--- config.mk ---
export PLATFORM = sky130hd
export DESIGN_NAME = spi_adc_multich_fifo_wr
export DESIGN_NICKNAME = d
export VERILOG_FILES = /design/src/rtl/spi_adc_multich_fifo_wr_pkg.sv /design/src/rtl/spi_adc_multich_fifo_wr_sclk_gen.sv /design/src/rtl/spi_adc_multich_fifo_wr.sv
export SDC_FILE = /design/constraint.sdc
export NUM_CORES = 1
export LEC_CHECK = 0
export ABC_AREA = 1
export BUFFER_PORTS_ARGS = -buffer_cell sky130_fd_sc_hd__buf_2
export CELL_PAD_IN_SITES_DETAIL_PLACEMENT = 1
export CELL_PAD_IN_SITES_GLOBAL_PLACEMENT = 2
export CORE_AREA = 3 3 84 86
export DETAILED_ROUTE_END_ITERATION = 10
export DIE_AREA = 0 0 87 89
export PLACE_DENSITY = 0.8
export REMOVE_ABC_BUFFERS = 1
export SLEW_MARGIN = 15
export SYNTH_ARGS = -nofsm -noshare
export SYNTH_HDL_FRONTEND = slang
export SYNTH_SLANG_ARGS = --single-unit
--- constraint.sdc ---
create_clock -name clk -period 4.6 [get_ports clk]
set_input_delay 0.46 -clock clk [delete_from_list [all_inputs] [get_ports clk]]
set_output_delay 0.46 -clock clk [all_outputs]
set_load 0.05 [all_outputs]
--- src/rtl/spi_adc_multich_fifo_wr_pkg.sv ---
// +--------------------------------------------------------------------+
// | spi_adc_pkg : shared types and helpers for the SPI ADC capture path |
// | Revision    : 1.0                                                   |
// +--------------------------------------------------------------------+
`default_nettype none

package spi_adc_pkg;

  typedef enum logic [2:0] {
    ST_IDLE  = 3'd0,
    ST_SETUP = 3'd1,
    ST_SHIFT = 3'd2,
    ST_HOLD  = 3'd3,
    ST_SEND  = 3'd4,
    ST_DONE  = 3'd5
  } state_t;

  localparam logic [3:0] TAG_NIBBLE = 4'hA;

  function automatic int bytes_per_sample(input int bits);
    return (bits + 7) / 8;
  endfunction

endpackage

`default_nettype wire

--- src/rtl/spi_adc_multich_fifo_wr_sclk_gen.sv ---
// +--------------------------------------------------------------------+
// | spi_sclk_gen : clk divider with tick/rise/fall strobes and sclk reg  |
// | Revision     : 1.0                                                  |
// +--------------------------------------------------------------------+
`default_nettype none

module spi_sclk_gen #(
  parameter int CLK_DIV = 50
) (
  input  logic clk,
  input  logic reset_n,
  input  logic en,
  input  logic toggle_en,
  output logic tick,
  output logic rise,
  output logic fall,
  output logic sclk
);

  localparam int CW = (CLK_DIV > 1) ? $clog2(CLK_DIV) : 1;

  logic [CW-1:0] cnt;

  // Strobes flag the edge on which sclk is about to change, not the level.
  assign tick = en && (cnt == CW'(CLK_DIV - 1));
  assign rise = tick && toggle_en && !sclk;
  assign fall = tick && toggle_en && sclk;

  always_ff @(posedge clk) begin
    if (!reset_n) begin
      cnt  <= '0;
      sclk <= 1'b0;
    end else if (!en) begin
      cnt  <= '0;
      sclk <= 1'b0;
    end else begin
      cnt <= tick ? '0 : cnt + CW'(1);
      if (!toggle_en)
        sclk <= 1'b0;
      else if (tick)
        sclk <= ~sclk;
    end
  end

endmodule

`default_nettype wire

--- src/rtl/spi_adc_multich_fifo_wr.sv ---
// +--------------------------------------------------------------------+
// | spi_adc_multich_fifo_wr : multi-channel SPI ADC capture to byte FIFO |
// | Option: define SPI_ADC_CH_TAG_EN to prefix each channel with a tag.  |
// | Revision : 1.0                                                       |
// +--------------------------------------------------------------------+
`default_nettype none

module spi_adc_multich_fifo_wr
  import spi_adc_pkg::*;
#(
  parameter int NUM_CH     = 2,
  parameter int ADC_BITS   = 12,
  parameter int FRAME_BITS = 16,
  parameter int CLK_DIV    = 50
) (
  input  logic              clk,
  input  logic              reset_n,
  input  logic              sample,
  input  logic [NUM_CH-1:0] din,
  input  logic              fifo_full,
  output logic              cs_n,
  output logic              sclk,
  output logic              fifo_wr,
  output logic [7:0]        fifo_data,
  output logic              ready,
  output logic              done,
  output logic              overrun
);

  localparam int BPS = bytes_per_sample(ADC_BITS);
`ifdef SPI_ADC_CH_TAG_EN
  localparam int TAG_BYTES = 1;
`else
  localparam int TAG_BYTES = 0;
`endif
  localparam int BYTES_PER_CH = BPS + TAG_BYTES;
  localparam int PADW = 8 * BPS;
  localparam int CHW  = (NUM_CH > 1) ? $clog2(NUM_CH) : 1;
  localparam int BYW  = (BYTES_PER_CH > 1) ? $clog2(BYTES_PER_CH) : 1;
  localparam int BCW  = $clog2(FRAME_BITS + 1);

  state_t                state;
  logic [CHW-1:0]        ch_idx;
  logic [BYW-1:0]        byte_idx;
  logic [BCW-1:0]        bit_cnt;
  logic [FRAME_BITS-1:0] sr [NUM_CH];

  logic            div_en;
  logic            toggle_en;
  logic            tick;
  logic            rise;
  logic            fall;
  logic [PADW-1:0] padded;
  logic [7:0]      cur_byte;
  logic            last_byte;
  logic            last_in_ch;

  assign div_en    = (state == ST_SETUP) || (state == ST_SHIFT) || (state == ST_HOLD);
  assign toggle_en = (state == ST_SHIFT);

  spi_sclk_gen #(
    .CLK_DIV (CLK_DIV)
  ) u_sclk_gen (
    .clk       (clk),
    .reset_n   (reset_n),
    .en        (div_en),
    .toggle_en (toggle_en),
    .tick      (tick),
    .rise      (rise),
    .fall      (fall),
    .sclk      (sclk)
  );

  // All channels shift together; only the low ADC_BITS of the frame are kept.
  always_ff @(posedge clk) begin
    if (!reset_n) begin
      for (int i = 0; i < NUM_CH; i++)
        sr[i] <= '0;
    end else if (rise) begin
      for (int i = 0; i < NUM_CH; i++)
        sr[i] <= {sr[i][FRAME_BITS-2:0], din[i]};
    end
  end

  assign padded     = PADW'(sr[ch_idx][ADC_BITS-1:0]);
  assign last_in_ch = (byte_idx == BYW'(BYTES_PER_CH - 1));
  assign last_byte  = last_in_ch && (ch_idx == CHW'(NUM_CH - 1));

  always_comb begin
    cur_byte = 8'h00;
`ifdef SPI_ADC_CH_TAG_EN
    if (byte_idx == '0)
      cur_byte = {TAG_NIBBLE, 4'(ch_idx)};
    else
      cur_byte = padded[8*(int'(byte_idx) - 1) +: 8];
`else
    cur_byte = padded[8*int'(byte_idx) +: 8];
`endif
  end

  always_ff @(posedge clk) begin
    if (!reset_n) begin
      state     <= ST_IDLE;
      cs_n      <= 1'b1;
      fifo_wr   <= 1'b0;
      fifo_data <= 8'h00;
      ready     <= 1'b1;
      done      <= 1'b0;
      overrun   <= 1'b0;
      ch_idx    <= '0;
      byte_idx  <= '0;
      bit_cnt   <= '0;
    end else begin
      fifo_wr <= 1'b0;
      done    <= 1'b0;
      overrun <= sample && (state != ST_IDLE);
      case (state)
        ST_IDLE: begin
          if (sample) begin
            state   <= ST_SETUP;
            cs_n    <= 1'b0;
            ready   <= 1'b0;
            bit_cnt <= '0;
          end
        end
        ST_SETUP: begin
          if (tick)
            state <= ST_SHIFT;
        end
        ST_SHIFT: begin
          if (rise)
            bit_cnt <= bit_cnt + BCW'(1);
          if (fall && (bit_cnt == BCW'(FRAME_BITS))) begin
            state <= ST_HOLD;
            cs_n  <= 1'b1;
          end
        end
        ST_HOLD: begin
          ch_idx   <= '0;
          byte_idx <= '0;
          if (tick)
            state <= ST_SEND;
        end
        ST_SEND: begin
          // fifo_data tracks the pending byte, so it stays stable while stalled.
          fifo_data <= cur_byte;
          if (!fifo_full) begin
            fifo_wr <= 1'b1;
            if (last_byte) begin
              state <= ST_DONE;
            end else if (last_in_ch) begin
              byte_idx <= '0;
              ch_idx   <= ch_idx + CHW'(1);
            end else begin
              byte_idx <= byte_idx + BYW'(1);
            end
          end
        end
        ST_DONE: begin
          done  <= 1'b1;
          ready <= 1'b1;
          state <= ST_IDLE;
        end
        default: begin
          state <= ST_IDLE;
          cs_n  <= 1'b1;
          ready <= 1'b1;
        end
      endcase
    end
  end

endmodule

`default_nettype wire

Word-level counts from Yosys, hierarchy flattened. Memories as Yosys holds them, arrays and structs flattened. A register that Yosys moved wholly into a read port is not among the register bits. Cells that the tools add are included.

Bits in registers: 30. Bits in latches: 0. RAM bits: 32. ROM bits: 0. Input bits: 6. Output and inout port bits: 14. Logic and storage cells: 98. Memories: 1.

Add/sub/neg operators: 4. $mul: 0. Divide/modulo/power cells: 0. Magnitude comparators: 0. Eq/ne operators: 16. Shift-type cells: 1. Multiplexer cells: 32. Bitwise operators: 7. Reductions and logical operators: 25.

Memory list: sr (words 2, width 16, read ports 3, clocked after memory_dff 1, write ports 2, RTL line spi_adc_multich_fifo_wr.sv:46) `logic [FRAME_BITS-1:0] sr [NUM_CH];`.

Operators with widths (number): 2-to-1 mux 16 bit (2); 2-to-1 mux 3 bit (6); 2-to-1 mux 1 bit (16); variable part select 16 x 5 -> 8 bit (1); case mux 3 bit (5 select lines) (1); != test 2 bit, second input constant (7); AND reduction 3 bit (4); 2-to-1 mux 5 bit (2); case mux 5 bit (2 select lines) (1); OR reduction 4 bit (2); logical AND 1 bit (7); adder 6 x 1 -> 6 bit, second input constant (1); == test 3 x 2 -> 1 bit, second input constant (2); == test 3 bit, second input constant (2); == test 6 bit, second input constant (1); case mux 1 bit (2 select lines) (3); AND reduction 6 bit (1); adder 5 x 1 -> 5 bit, second input constant (1); == test 5 bit, second input constant (1); inverter 1 bit (5); != test 2 x 1 -> 1 bit, second input constant (2); AND reduction 2 bit (2); AND reduction 4 bit (1); nonzero test 2 bit (2); other kinds (9) (12).

Logic depth before layout (Yosys ltp). Gate-level depths: netlist of the first run.

Depth after elaboration: 10. Mapped depth: 10.

By module. From an unflattened synthesis of the first run, not the netlist that was laid out.

Cell total of the unflattened synthesis: 324. Area total of the unflattened synthesis: 2612.5 µm².

By module, submodules not included: spi_adc_multich_fifo_wr (times used 1, cells an instance 273, area each 2237.1 µm², sequential area each 1201.2 µm²); spi_sclk_gen (times used 1, cells an instance 51, area each 375.4 µm², sequential area each 140.1 µm²).

Worst setup path before layout of the first run. No wires, ideal clock.

Kind: register -> register. Start point: register u_sclk_gen.cnt[0]. End point: memory sr[0][0] (enable). Setup time: 0.381 ns. Data arrival time: 1.398 ns. Path slack: 2.821 ns. Cell stages (with the launch flop): 6. Buffers on the path: 0. Clock period less this slack: 1.779 ns. Cells stage by stage: dfxtp_1 -> ha_1 -> nand2_1 -> nor2_4 -> nand3_2 -> nand2_1.

RTL lines: from (decl) (RTL line spi_adc_multich_fifo_wr_sclk_gen.sv:22) `logic [CW-1:0] cnt;`; from (signal assigned) (RTL line spi_adc_multich_fifo_wr_sclk_gen.sv:37) `cnt <= tick ? '0 : cnt + CW'(1);`; to (decl) (RTL line spi_adc_multich_fifo_wr.sv:46).

==> flow_metrics.py, run 1 <==
metrics = {
    "status": {
        "status": "finished clean",
    },
    "setup_path": {
        "worst-path-max-fanout": 24,
        "crit_start": "u_sclk_gen.cnt[0]",
        "start_kind": "flop",
        "ff2ff_path_depth": 5,
        "endpoint": "sr[1][1]",
        "crit-reg2reg-launch": "u_sclk_gen.cnt[0]",
        "critPathKind": "reg -> reg",
        "worstPathArrival_ns": 2.08,
        "cp.required_ns": 4.54,
        "rrSetupSlack_ns": 2.47,
        "rr_endpoint": "sr[1][1]",
        "cp-end-kind": "flop",
    },
    "grt": {
        "grt_pass1_vias": 1800,
        "grt_usage_pct": 14.5,
        "grt_first_pass_wirelength_mm": 8.68,
        "overflow": 0,
        "antenna_found_initial": 0,
        "grt_max_degree": 25,
    },
    "finish": {
        "fin_nets": 324,
        "area_growth_pct": 10.5,
        "drive_gt1_share_pct": 15.2,
        "seq_area_sq_um": 1340,
        "n_fill_cell": 765,
        "utilization_pct": 43.3,
        "multiInputGateArea_sq_um": 928,
        "final_cell_mix": "nor2_1 (52), inv_1 (44), nand2_1 (39)",
        "antenna_cells": 0,
        "layout_commonest_cell": "nor2_1",
        "final_area_sq_um": 2750,
    },
    "synthesis": {
        "synth_cell_types": 28,
        "synth-compound-area-share_pct": 9.05,
        "synthMuxAreaShare_pct": 0,
        "syn_inst": 294,
        "yosys.area_share.adder_pct": 2.01,
        "syn_avg_cell_area_sq_um": 8.46,
        "ys_seq_elements": 55,
        "synthXorXnorAreaFrac_pct": 1.76,
        "yosysWarnings": 0,
        "synth_simple_gate_area_share_pct": 24.5,
        "netlist_area_sq_um": 2490,
        "synth_top_family_by_area": "simple AND/OR/NAND/NOR gates",
        "seq_area_frac_synth_pct": 53.9,
    },
    "pwr": {
        "max-vdd-ir-drop_uv": 245,
        "internal_power_uw": 788,
        "p_leak_uw": 0.00116,
        "p_sw_share_pct": 38.3,
        "p_per_area_nw_per_um2": 465,
        "combPwrFrac_pct": 29.5,
        "p_switching_uw": 490,
        "pwr-share-seq_pct": 47.9,
        "pwr-share-clk_pct": 22.6,
    },
    "timing": {
        "maxSlewViolCount": 0,
        "tightest_slew_ns": 1.04,
        "rsz0062_at_grt": "no",
        "hold_ws_ns": 0.342,
        "finalCriticalPeriod_ns": 2.13,
        "slew_headroom_pct": 30.6,
        "fin_crit_sh_pct": 46.4,
        "tns_ns": 0,
        "max_freq_mhz": 469,
        "setup_viol": 0,
        "hold_viol_final": 0,
        "fin_skew_ns": 0.0103,
    },
    "clock_network": {
        "insertion_delay_ns": 0.31,
        "cts_made_buffers": 5,
        "cts.sinks": 55,
        "htreeDepth": 2,
        "ctsResizeCount": 0,
        "cts.clk_slew.worst_paths_ns": 0.10,
        "cts_tree": "built",
        "cts_setup_buffers": 0,
        "cts_hold_buf": 0,
        "root_buffer": "clkbuf_8",
        "clockBufferDepth": 2,
    },
    "floorplanning": {
        "initial_core_util_pct": 39.2,
        "core-area_sq_um": 6350,
        "die_x_um": 87,
        "ios": 20,
        "die-area_sq_um": 7740,
        "die_h_um": 89,
        "rows": 29,
    },
    "detailed_routing": {
        "via_per_inst": 4.78,
        "drtIter0Drc": 46,
        "antenna_left": 0,
        "drt_wl_total_mm": 5.20,
        "drcViolationCount": 0,
        "drt-pass1-iter-count": 4,
        "vias": 1875,
        "detail_route.wl_per_cell_um": 13.3,
    },
    "place": {
        "dp_hpwl_mm": 3.76,
        "port-buffer-count": 19,
        "gp_congestion": 0.748,
        "postPlaceCellArea_sq_um": 2650,
    },
    "worst_hold_path": {
        "min_path_cells": 2,
        "hold_path.class": "in -> reg",
    },
    "run": {
        "drv_cap": 0,
    },
}
logic make-up after synthesis:
| kind of cell | count (synthesis) |
|---|---|
| and+or+nand+nor | 130 |
| buffers and inverters | 57 |
| DFF | 55 |
| AOI/OAI and AO/OA | 43 |
| xor gates and xnor gates | 5 |
| adders and majority gates | 4 |
power groups by stage:
stage / registers (uW) / logic [uW] / clock network, uW
after floorplan: 665 / 246 / 0
after global placement: 622 / 379 / 0
after detailed placement: 625 / 381 / 0
after CTS: 614 / 382 / 304
after global routing: 623 / 424 / 322
final: 613 / 377 / 288
registers in the layout (all words and copies together) (netlist names), named ones only:
register,cells
bit_cnt,5
byte_idx,1
ch_idx,1
cs_n,1
done,1
fifo_data,8
fifo_wr,1
overrun,1
ready,1
sr,24
state,3
u_sclk_gen.cnt,6
u_sclk_gen.sclk,1
final cells by class:
cell class / instances / area share (%)
flip-flops and latches: 55 / 48.8
repair buffers: 19 / 3.46
multi-input cells: 182 / 33.8
well taps: 77 / 3.50
clock inverters: 2 / 0.501
inverters: 51 / 6.96
clock buffers: 6 / 3.00
cells in the mapped netlist:
| master | count | area (sq um) |
|---|---|---|
| nand2_4 | 2 | 22.5 |
| inv_1 | 44 | 165 |
| ha_1 | 4 | 50.1 |
| inv_2 | 6 | 22.5 |
| o211ai_1 | 3 | 22.5 |
| a211oi_1 | 1 | 7.51 |
| o21ai_0 | 20 | 100 |
| xor2_1 | 4 | 35.0 |
| nand2_1 | 39 | 146 |
| a21oi_1 | 17 | 85.1 |
| xnor2_1 | 1 | 8.76 |
| buf_2 | 4 | 20.0 |
| nor3_1 | 4 | 20.0 |
| nand3_2 | 2 | 20.0 |
| nand3_1 | 14 | 70.1 |
| nor2_1 | 52 | 195 |
| nand4_2 | 1 | 12.5 |
| dfxtp_1 | 31 | 621 |
| nor2_4 | 4 | 45.0 |
| nand2_2 | 4 | 25.0 |
| o21ai_1 | 2 | 10.0 |
| edfxtp_1 | 24 | 721 |
| nand3b_1 | 1 | 7.51 |
| nor2_2 | 2 | 12.5 |
| nand4_1 | 4 | 25.0 |
| clkbuf_1 | 2 | 7.51 |
| nor3b_1 | 1 | 7.51 |
| clkinv_1 | 1 | 3.75 |
metal layers:
layer,vias up,GRT usage (%),wire (um)
met2,21,23.7,2430
met3,6,3.32,151
met4,0,4.25,63
li1,976,-,-
met1,872,19.2,2560
met5,-,0,0
worst min-delay path by stage:
stage | from | end | slack, ns
5_1_grt | fifo_full | fifo_wr | 0.32
2_1_floorplan | u_sclk_gen.cnt[0] | u_sclk_gen.cnt[0] | 0.45
4_1_cts | fifo_full | fifo_wr | 0.33
3_5_place_dp | fifo_data[6] | fifo_data[6] | 0.45
6_report | fifo_full | fifo_wr | 0.34
3_3_place_gp | fifo_data[6] | fifo_data[6] | 0.45
metrics by stage:
step | cells | setup WS, ns | total power [uW]
3_5_place_dp | 384 | 2.43 | 1010
5_1_grt | 392 | 2.27 | 1370
4_1_cts | 392 | 2.41 | 1300
2_1_floorplan | 288 | 2.82 | 912
3_3_place_gp | 384 | 2.48 | 1000
6_report | 392 | 2.47 | 1280
worst max-delay path, cell delays in order, from the launching register on:
cell and delay, ns:
dfxtp_1 0.43, ha_1 0.17, nand2_1 0.09, nor2_4 0.18, nand3_2 0.11, nand2_1 0.78
Power figures use the tool's default switching activity.
==> run 2: changes to the inputs <==
Settings changed: CORE_AREA 3 3 84 86 to 3 3 93 95, DIE_AREA 0 0 87 89 to 0 0 96 98, PLACE_DENSITY 0.8 to 0.69.
Clock period 4.6 ns to 1.9 ns, I/O delays scaled along.
==> run 2 against run 1 <==
Hold slack lost 0.29 ns. Clock skew down 0.0013 ns. Final cell count is 7.9% higher. Total power grew 150%. Critical path type unchanged. Critical endpoint is now sr[0][11].
==> flow_metrics.py, run 2 (synthesized netlist as in run 1, its figures left out) <==
metrics = {
    "status": {
        "status": "finished clean",
    },
    "detailed_routing": {
        "vias": 1913,
        "drt-pass1-iter-count": 4,
        "detail_route.wl_per_cell_um": 13.0,
        "drt_wl_total_mm": 5.48,
        "via_per_inst": 4.52,
        "drtIter0Drc": 64,
        "antenna_left": 0,
        "drcViolationCount": 0,
    },
    "floorplanning": {
        "initial_core_util_pct": 31.9,
        "die_h_um": 98,
        "die_x_um": 96,
        "rows": 32,
        "die-area_sq_um": 9410,
        "ios": 20,
        "core-area_sq_um": 7810,
    },
    "finish": {
        "finalNonFillerCells": 423,
        "drive_gt1_share_pct": 16.8,
        "antenna_cells": 0,
        "top_register": "sr",
        "top_regs": "sr (24), fifo_data (8), u_sclk_gen.cnt (6)",
        "layout_commonest_cell": "nor2_1",
        "final_cell_mix": "nor2_1 (52), inv_1 (44), nand2_1 (39)",
        "fin_nets": 330,
        "n_fill_cell": 953,
        "largest_reg_flops": 24,
        "area_growth_pct": 14.3,
    },
    "timing": {
        "rsz0062_at_grt": "no",
        "hold_viol_final": 0,
        "maxSlewViolCount": 0,
        "fin_skew_ns": 0.00895,
        "finalCriticalPeriod_ns": 1.57,
        "tns_ns": 0,
        "setup_viol": 0,
        "fin_crit_sh_pct": 82.9,
        "slew_headroom_pct": 67.2,
        "max_freq_mhz": 635,
        "tightest_slew_ns": 0.489,
    },
    "setup_path": {
        "worstPathArrival_ns": 1.61,
        "worst-path-max-fanout": 24,
        "path_cells": "ha_1 > nand2_1 > nor2_4 > nand3_2 > nand2_1 > buf_12",
        "start_kind": "flop",
        "slowest_stage": "dfxtp_1",
        "cp.required_ns": 1.93,
        "critPathKind": "reg -> reg",
        "cp-end-kind": "flop",
        "cpPeakStageDelay_ns": 0.42,
        "path_delay_family": "simple AND/OR/NAND/NOR gates",
        "crit_top_cell": "nand2_1",
        "path_buf_inv": 1,
    },
    "clock_network": {
        "htreeDepth": 2,
        "cts_hold_buf": 0,
        "cts_setup_buffers": 0,
        "cts_tree": "built",
        "root_buffer": "clkbuf_8",
        "ctsResizeCount": 0,
        "cts.clk_slew.worst_paths_ns": 0.11,
        "clockBufferDepth": 2,
        "insertion_delay_ns": 0.32,
        "cts_made_buffers": 5,
        "cts.sinks": 55,
    },
    "pwr": {
        "p_leak_uw": 0.00119,
        "p_per_area_nw_per_um2": 1110,
        "max-vdd-ir-drop_uv": 337,
    },
    "run": {
        "drv_cap": 0,
    },
    "grt": {
        "overflow": 0,
        "grt_first_pass_wirelength_mm": 9.36,
        "antenna_found_initial": 0,
        "grt_max_degree": 25,
        "grt_pass1_vias": 1956,
        "grt_usage_pct": 12.7,
    },
    "place": {
        "port-buffer-count": 19,
        "dp_hpwl_mm": 4.14,
        "gp_congestion": 0.737,
        "dp_cells": 415,
    },
    "worst_hold_path": {
        "hold_path.class": "in -> reg",
    },
}
run 2: final cells by class:
| class | instances | area, sq um | share of cell area (%) |
|---|---|---|---|
| clock buffers | 6 | 82.6 | 2.90 |
| inverters | 51 | 191 | 6.73 |
| flip-flops and latches | 55 | 1340 | 47.2 |
| repair buffers | 25 | 153 | 5.37 |
| clock inverters | 2 | 20.0 | 0.704 |
| multi-input cells | 182 | 928 | 32.6 |
| well taps | 102 | 128 | 4.49 |
run 2: path summary, 6_finish.rpt:
path,from,slack (ns),cells after the start,to
worst min register to register,ready,0.46,2,ready
worst max-delay path,u_sclk_gen.cnt[0],0.33,6,sr[0][11]
worst max register to register,u_sclk_gen.cnt[0],0.33,6,sr[0][11]
worst min-delay path,fifo_full,0.05,2,fifo_wr
run 2: stage by stage:
stage	utilization (%)	hold slack, ns	instance area (sq um)	setup WS (ns)	total power [uW]
floorplan	-	0.269	2460	0.122	2210
global placement	35.1	0.393	2740	0.371	2470
detailed placement	35.1	0.385	2740	0.303	2490
CTS	36.4	0.0330	2840	0.308	3230
global route	36.4	0.0520	2840	0.188	3410
finish	36.4	0.0471	2840	0.325	3160
run 2: metal layers:
metal | track usage, % | part of all wire, % | vias to the layer above | wire length, um
met4 | 3.94 | 1.4 | 0 | 79
li1 | - | - | 993 | -
met1 | 18.2 | 52 | 891 | 2840
met3 | 2.54 | 3.0 | 6 | 165
met2 | 19.2 | 44 | 23 | 2390
met5 | 0 | 0 | - | 0
run 2: where the power goes:
group          switching [uW]  total (uW)  internal, uW  leakage (uW)
Sequential                116        1470          1350      0.000479
Combinational             697         974           277      0.000660
Clock                     415         724           308     0.0000533
Total                    1230        3160          1940       0.00119
==> run 3: changes to the inputs <==
Settings changed: CORE_AREA 3 3 93 95 to 3 3 88 90, DIE_AREA 0 0 96 98 to 0 0 91 93, PLACE_DENSITY 0.69 to 0.73.
Clock period 1.9 ns to 1.65 ns, I/O delays scaled along.
==> run 3 against run 2 <==
Sequential cell count unchanged. Final cell count up 0.47%. Non-clock buffer count up 5. Die area down 10%. Worst setup slack worse by 0.20 ns. Clock skew about the same. Hold slack worse by 0.0054 ns. Global-route usage up 0.93 points. Largest cell class unchanged. Largest power group unchanged.
==> flow_metrics.py, run 3 (synthesized netlist as in run 1, its figures left out) <==
metrics = {
    "detailed_routing": {
        "drtIter0Drc": 52,
        "drt-pass1-iter-count": 4,
        "drt_wl_total_mm": 5.35,
        "vias": 1924,
        "antenna_left": 0,
        "drcViolationCount": 0,
        "detail_route.wl_per_cell_um": 12.6,
        "via_per_inst": 4.53,
    },
    "setup_path": {
        "critPathKind": "reg -> reg",
        "worstPathArrival_ns": 1.56,
        "cp.required_ns": 1.68,
        "start_kind": "flop",
        "slowest_stage": "dfxtp_1",
        "worst-path-max-fanout": 24,
        "crit-reg2reg-launch": "u_sclk_gen.cnt[1]",
        "cpPeakStageDelay_ns": 0.35,
        "crit_start": "u_sclk_gen.cnt[1]",
        "path_cells": "inv_1 > ha_1 > nand2_1 > nor2_4 > nand3_2 > nand2_1 > buf_12",
        "cp-end-kind": "flop",
        "path_delay_family": "simple AND/OR/NAND/NOR gates",
        "crit_top_cell": "nand2_1",
        "path_buf_inv": 2,
    },
    "place": {
        "dp_hpwl_mm": 3.97,
        "port-buffer-count": 19,
        "gp_congestion": 0.742,
    },
    "clock_network": {
        "cts_tree": "built",
        "insertion_delay_ns": 0.31,
        "cts.sinks": 55,
        "root_buffer": "clkbuf_8",
        "cts_made_buffers": 5,
        "htreeDepth": 2,
        "cts_hold_buf": 0,
        "clockBufferDepth": 2,
        "cts.clk_slew.worst_paths_ns": 0.10,
    },
    "timing": {
        "setup_viol": 0,
        "slew_headroom_pct": 81.6,
        "maxSlewViolCount": 0,
        "hold_ws_ns": 0.0418,
        "rsz0062_at_grt": "no",
        "tightest_slew_ns": 0.276,
        "max_freq_mhz": 654,
        "fin_skew_ns": 0.00931,
        "fin_crit_sh_pct": 92.7,
        "hold_viol_final": 0,
        "finalCriticalPeriod_ns": 1.53,
    },
    "run": {
        "drv_cap": 0,
    },
    "finish": {
        "fin_nets": 335,
        "antenna_cells": 0,
        "seq_area_sq_um": 1340,
        "final_cell_mix": "nor2_1 (52), inv_1 (44), nand2_1 (39)",
        "drive_gt1_share_pct": 17.8,
        "layout_commonest_cell": "nor2_1",
        "top_regs": "sr (24), fifo_data (8), u_sclk_gen.cnt (6)",
        "n_fill_cell": 884,
        "top_register": "sr",
        "largest_reg_flops": 24,
        "multiInputGateArea_sq_um": 928,
        "utilization_pct": 40.1,
        "area_growth_pct": 15.1,
    },
    "pwr": {
        "power.total_uw": 3630,
        "p_leak_uw": 0.00121,
        "p_per_area_nw_per_um2": 1270,
        "max-vdd-ir-drop_uv": 369,
    },
    "floorplanning": {
        "rows": 31,
        "die_x_um": 91,
        "core-area_sq_um": 7140,
        "initial_core_util_pct": 34.9,
        "ios": 20,
        "die_h_um": 93,
        "die-area_sq_um": 8460,
    },
    "worst_hold_path": {
        "hold_path.class": "in -> reg",
        "holdCritStartpoint": "fifo_full",
    },
    "status": {
        "status": "finished clean",
    },
    "grt": {
        "grt_max_degree": 25,
        "overflow": 0,
        "grt_first_pass_wirelength_mm": 9.22,
        "antenna_found_initial": 0,
        "grt_usage_pct": 13.7,
        "grt_pass1_vias": 1914,
    },
}
[run 3: changes by cell type in the layout (fill, tap and decap cells not counted), sizes merged]
cell / previous run / this run
clkinv: 2 / 3
buf: 25 / 30
inv: 51 / 50
[run 3: worst paths after layout]
check | end | slack, ns | cells after the start
worst min register to register | ready | 0.46 | 2
worst min-delay path | fifo_wr | 0.04 | 2
worst max-delay path | sr[0][5] | 0.12 | 7
worst max register to register | sr[0][5] | 0.12 | 7
[run 3: layout make-up]
| cell class | instances | share of cell area (%) |
|---|---|---|
| inverter | 51 | 6.68 |
| multi-input combinational | 182 | 32.4 |
| timing repair buffer | 30 | 6.64 |
| sequential | 55 | 46.8 |
| tap | 99 | 4.32 |
| clock buffer | 6 | 2.53 |
| clock inverter | 2 | 0.611 |
[run 3: layer usage]
layer,track usage [%],wire length [um],vias up
met5,0,0,-
met4,4.90,89,0
met3,2.98,163,6
met2,21.5,2410,23
met1,18.5,2690,895
li1,-,-,1000
[run 3: worst reg2reg max path, stage by stage, from the launching register on]
cell and delay [ns]:
dfxtp_1 0.35, inv_1 0.07, ha_1 0.14, nand2_1 0.10, nor2_4 0.17, nand3_2 0.10
nand2_1 0.12, buf_12 0.19
[run 3: repair_timing]
| action | CTS | global route |
|---|---|---|
| setup endpoints to repair | 0 | 2 |
| setup buffers | 0 | 3 |
| endpoints found under the hold margin | 0 | 0 |
| resized for setup | 0 | 0 |
[run 3: where the power goes]
group | leakage [uW] | internal, uW | switching (uW)
Sequential | 0.000479 | 1560 | 119
Clock | 0.0000454 | 306 | 451
Combinational | 0.000685 | 366 | 830
Total | 0.00121 | 2230 | 1400
[run 3: through the flow]
step	cells	setup TNS (ns)	instance area [sq um]	setup slack, ns
finish	425	0	2870	0.120
global route	425	0	2870	0.00551
CTS	422	0	2840	0.0879
detailed placement	414	0	2750	0.0981
global placement	414	0	2750	0.141
floorplan	288	-3.08	2460	-0.129
